<file path="src/rtl/controle_mult4.sv">
// Shift-and-add W x W unsigned multiplier controller driving an external W-bit adder.
// Optional MULT_ZERO_BYPASS_EN: a zero operand skips the iterations and finishes in one cycle.
module controle_mult4 #(
    parameter int W = 4
) (
    input  logic           clk,
    input  logic           rst_n,
    input  logic           start,
    input  logic [W-1:0]   A,
    input  logic [W-1:0]   B,
    output logic           busy,
    output logic           done,
    output logic [2*W-1:0] P,
    output logic [W-1:0]   add_a,
    output logic [W-1:0]   add_b,
    output logic           add_cin,
    input  logic [W-1:0]   add_s,
    input  logic           add_cout
);

    localparam int CW = $clog2(W) + 1;

    typedef enum logic [1:0] {
        IDLE,
        CALC,
        DONE
    } state_t;

    state_t         state;
    state_t         state_nxt;
    logic [W-1:0]   mcand;
    logic [W-1:0]   mcand_nxt;
    logic [W-1:0]   acc_hi;
    logic [W-1:0]   acc_nxt;
    logic [W-1:0]   mplr;
    logic [W-1:0]   mplr_nxt;
    logic [CW-1:0]  cnt;
    logic [CW-1:0]  cnt_nxt;
    logic [2*W-1:0] p_nxt;
    logic           c;
    logic [W-1:0]   hi;
    logic [2*W:0]   sh;

    always_ff @(posedge clk or negedge rst_n) begin
        if (!rst_n) begin
            state  <= IDLE;
            mcand  <= '0;
            acc_hi <= '0;
            mplr   <= '0;
            cnt    <= '0;
            P      <= '0;
        end else begin
            state  <= state_nxt;
            mcand  <= mcand_nxt;
            acc_hi <= acc_nxt;
            mplr   <= mplr_nxt;
            cnt    <= cnt_nxt;
            P      <= p_nxt;
        end
    end

    always_comb begin
        state_nxt = state;
        mcand_nxt = mcand;
        acc_nxt   = acc_hi;
        mplr_nxt  = mplr;
        cnt_nxt   = cnt;
        p_nxt     = P;
        c         = 1'b0;
        hi        = acc_hi;
        sh        = '0;
        add_a     = '0;
        add_b     = '0;
        unique case (state)
            IDLE: begin
                if (start) begin
                    mcand_nxt = A;
                    mplr_nxt  = B;
                    acc_nxt   = '0;
                    cnt_nxt   = '0;
`ifdef MULT_ZERO_BYPASS_EN
                    if (A == '0 || B == '0) begin
                        state_nxt = DONE;
                        p_nxt     = '0;
                    end else begin
                        state_nxt = CALC;
                    end
`else
                    state_nxt = CALC;
`endif
                end
            end
            CALC: begin
                add_a = acc_hi;
                add_b = mcand;
                if (mplr[0]) begin
                    c  = add_cout;
                    hi = add_s;
                end
                // Carry, partial sum and multiplier shift right as one register.
                sh       = {c, hi, mplr} >> 1;
                acc_nxt  = sh[2*W-1:W];
                mplr_nxt = sh[W-1:0];
                cnt_nxt  = cnt + 1'b1;
                if (cnt == CW'(W - 1)) begin
                    state_nxt = DONE;
                    p_nxt     = {acc_nxt, mplr_nxt};
                end
            end
            DONE: begin
                state_nxt = IDLE;
            end
            default: begin
                state_nxt = IDLE;
            end
        endcase
    end

    assign busy    = (state != IDLE);
    assign done    = (state == DONE);
    assign add_cin = 1'b0;

endmodule
</file>
<file path="config.mk">
export PLATFORM = sky130hd
export DESIGN_NAME = controle_mult4
export DESIGN_NICKNAME = d
export VERILOG_FILES = /design/src/rtl/controle_mult4.sv
export SDC_FILE = /design/constraint.sdc
export NUM_CORES = 1
export LEC_CHECK = 0
export BUFFER_PORTS_ARGS = -buffer_cell sky130_fd_sc_hd__buf_2
export CORE_MARGIN = 2
export CORE_UTILIZATION = 49
export DETAILED_ROUTE_END_ITERATION = 16
export GPL_TIMING_DRIVEN = 0
export PLACE_DENSITY = 0.77
export SYNTH_ARGS = -nofsm -noshare
export SYNTH_HDL_FRONTEND = slang
export SYNTH_SLANG_ARGS = --single-unit
</file>
<file path="constraint.sdc">
create_clock -name clk -period 1.7 [get_ports clk]
set_clock_uncertainty 0.15 [all_clocks]
set_input_delay 0.085 -clock clk [delete_from_list [all_inputs] [get_ports clk]]
set_output_delay 0.085 -clock clk [all_outputs]
set_load 0.05 [all_outputs]
</file>
# Word level (Yosys, flattened, before mapping)
# Index checks and enable logic that the tools add are counted.
[word_totals]
input_bits = 16
register_bits = 25
wordCells = 32
[classes]
eq_ne = 5
reduce_logical = 7
add_sub_neg = 1
n_mux = 13
[op_table]
columns = ["operator", "count"]
rows = [
  ["4-bit 2-to-1 mux", 5],
  ["4-bit one-hot mux with 2 select lines", 2],
  ["2-bit AND reduction", 4],
  ["3-bit one-hot mux with 2 select lines", 1],
  ["2-bit 2-to-1 mux", 2],
  ["2-bit != test, second input constant", 2],
  ["2-bit one-hot mux with 2 select lines", 1],
  ["2-bit nonzero test", 2],
  ["3-bit by 1-bit adder with 3-bit output, second input constant", 1],
  ["3-bit by 2-bit equality test with 1-bit output, second input constant", 1],
  ["3-bit 2-to-1 mux", 1],
  ["2-bit by 1-bit equality test with 1-bit output, second input constant", 1],
  ["2-bit equality test, second input constant", 1],
  ["2-bit zero test", 1],
  ["1-bit 2-to-1 mux", 1],
]

# Longest topological paths before layout
[depth]
ltp_word = 3
mapped_depth = 6
ltp_nobuf = 5

# Least setup slack after synthesis
# Ideal clock, no wire load.
[synth_timing]
kind = "register to register"
startpoint = "register state[1]"
endpoint = "register mcand[0]"
arrival_ps = 1315
stages_incl_launch_ff = 5
required_time_ps = 1425
period_less_slack_ps = 1590
setup_time_ps = 125
n_path_buf = 1
slack_ps = 110
cell_sequence = "dfrtp_1 or2_4 nor2_4 buf_6 mux2_2"
[synth_between]
elab_chain_len = 2
[synth_rtl]
columns = ["item", "line", "rtl"]
rows = [
  ["start, declared", "29", "state_t state;"],
  ["start signal, assigned", "53", "state <= state_nxt;"],
  ["2-bit zero test", "74", "unique case (state)"],
  ["2-bit AND reduction (no source line)", "--", ""],
  ["end signal, assigned", "54", "mcand <= mcand_nxt;"],
  ["end, declared", "31", "logic [W-1:0] mcand;"],
]
# Every way passes these cells.
# A chain may end at the register's enable or synchronous reset.

# Worst setup path in the final report
[layout_timing]
startpoint = "register state[0]"
endpoint = "register mcand[2]"
# Same word-level chain as after synthesis.

==> metrics.yaml <==
synth_seq_cells: 25
drv_slew: 0
synth_sequential_area_ratio: 0.552
ant_nets: 0
syn_area_per_cell_um2: 10.9
initial_utilization: 0.517
hold_violations: 0
worstSetupStartpointType: "register"
cts_buffers: 3
ios: 35
cts_sinks: 25
cellLeakagePower_uw: 0.000786
synth-warning-count: 0
drive_gt1_frac: 0.359
layout_setup_ws_ns: 0.0439
rsz0062_at_grt: "yes"
syn-cell-area_um2: 1130
drt_first_pass_iters: 4
synth_top_area_share: 0.552
slew_headroom: 0.637
clk_pin_slew_ns: 0.14
portBuffers: 33
p_per_area_nw_per_um2: 2080
grt_pass1_vias: 943
dr_total_vias: 951
yosys-top-cells-area: "dfrtp_1 55%, mux2_2 7.0%, nand2_1 5.6%"
run_status: "finished, final reports clean"
fin_util: 0.717
crit_path_end_kind: "register"
dieArea_um2: 2710
synth_nets: 122
tightestPinTransition_ns: 0.544
worstPathArrival_ns: 1.72
die_h_um: 52.1
setup_tns_ns: 0
synth.distinct_cells: 24
clk_latency_ns: 0.32
hold_ws_ns: 0.0219
yosysMostFrequentCell: "dfrtp_1"
fin_crit_sh: 0.974
path_max_fanout: 10
dominantRegCellSynth: "dfrtp_1"
syn2layout_area_growth_pct: 38.8
preCtsSetupSlack_ns: -0.00736
dpl.hpwl_um: 1550
yosysTopAreaCell: "dfrtp_1"
core-area_um2: 2190
required_ns: 1.77
synth-edff-count: 0
cts_tree: "done"
fp.dieW_um: 52.1
drt_wl_total_um: 2510
cts-root-buf: "clkbuf_4"
antenna_found_initial: 0
ys_top_cells_by_count: "25 x dfrtp_1, 17 x nand2_1, 10 x o21ai_0, 8 x and2_1, 7 x mux2_2"
path_class: "reg2reg"
vdd_ir_drop_max_mv: 1.42
htree_levels: 1
drt_iter0_markers: 29
wl_per_cell_um: 13.6
rrSetupSlack_ns: 0.04
fin_crit_ns: 1.66
cap_violations: 0
syn_inst: 104
fp-row-count: 17
grt_overflow_total: 0
cts_buffer_depth: 2
fill_cells: 142
post-route-drc-count: 0
insertedDiodeCount: 0
via_per_inst: 5.17
hold_path_class: "in2reg"
max_freq_mhz: 604
async_reset_ff_frac: 1.00
place_congestion: 0.752
grt_max_degree: 26
finalNetCount: 175
track_usage: 0.205
grt_pass1_wl_um: 3980
setup_viol: 0
==> area by class of cell <==
class,count,area (um2),share of cell area
buffer,6,46.3,0.0295
sequential,25,627,0.399
multi-input combinational,71,485,0.309
inverter,3,11.3,0.00717
timing repair buffer,47,340,0.217
tap,28,35.0,0.0223
clock buffer,4,26.3,0.0167
==> power by group <==
| part | total, uW | internal, uW | switching [uW] |
|---|---|---|---|
| clock network | 269 | 91.8 | 177 |
| logic | 1970 | 724 | 1250 |
| registers | 1030 | 865 | 166 |
==> worst max-delay path, stage by stage, from the launching register on <==
cell     delay (ns)
dfrtp_1        0.43
buf_4          0.14
or2_4          0.24
nor2_4         0.11
buf_6          0.15
mux2_2         0.34
==> cells by family after synthesis <==
| family | after synthesis | synth area share |
|---|---|---|
| buffers and inverters | 9 | 0.0431 |
| flip-flops | 25 | 0.552 |
| AND/OR/NAND/NOR | 35 | 0.168 |
| AO/OA/AOI/OAI | 21 | 0.106 |
| other | 1 | 0.00331 |
| adder cells (fa/ha/maj) | 2 | 0.0221 |
| multiplexers | 11 | 0.105 |
==> routing by layer <==
metal	vias up	global-route usage	wire length, um
met5	-	0	0
met4	0	0.0921	21
li1	460	-	-
met3	4	0.0374	88
met1	461	0.238	1140
met2	26	0.365	1260
==> what timing repair did <==
| action | CTS | global route |
|---|---|---|
| endpoints found under the setup margin | 8 | 19 |
| endpoints found under the hold margin | 40 | 0 |
| buffers inserted | 0 | 2 |
| hold buffers | 12 | 0 |
| cloned | 1 | 0 |
| resized for setup | 11 | 13 |
==> stage by stage <==
stage          instances  cell area, um2  power [uW]
6_report             184            1570        3270
5_1_grt              184            1570        3470
4_1_cts              182            1520        3130
3_5_place_dp         165            1330        2750
3_3_place_gp         165            1330        2700
2_1_floorplan        104            1130        2370
==> placed cells by master, fill, tap and decap left out <==
master,count
buf_4,5
a221o_1,1
dfrtp_1,24
buf_2,26
a21oi_1,3
nand3b_1,1
and2_1,8
mux2i_1,4
nor2_1,1
dfrtp_2,1
buf_6,8
o21bai_1,1
clkbuf_2,1
nor2b_4,2
clkbuf_4,3
and3b_1,3
clkbuf_1,2
nor2b_1,1
mux2_2,6
nand2_1,17
inv_1,3
o22ai_1,6
nand2b_1,1
nor2_4,1
conb_1,1
ha_1,1
mux2_4,1
ha_2,1
o21ai_0,10
or2_4,1
dlygate4sd3_1,12
==> registers in the layout, indices dropped and copies added, names as in the netlist <==
| signal | flops |
|---|---|
| P | 8 |
| acc_hi | 4 |
| mcand | 4 |
| state | 2 |
| mplr | 4 |
| cnt | 3 |
==> worst paths after layout <==
| path | startpoint | endpoint | depth (start not counted) |
|---|---|---|---|
| max | state[0] | mcand[2] | 5 |
| min | B[2] | mplr[2] | 4 |
| max reg2reg | state[0] | mcand[2] | 5 |
| min reg2reg | P[6] | P[6] | 2 |
| max in group asynchronous | rst_n | state[1] | 2 |
| min in group asynchronous | rst_n | P[1] | 2 |
Note: power is estimated with default switching activity, not from simulation.
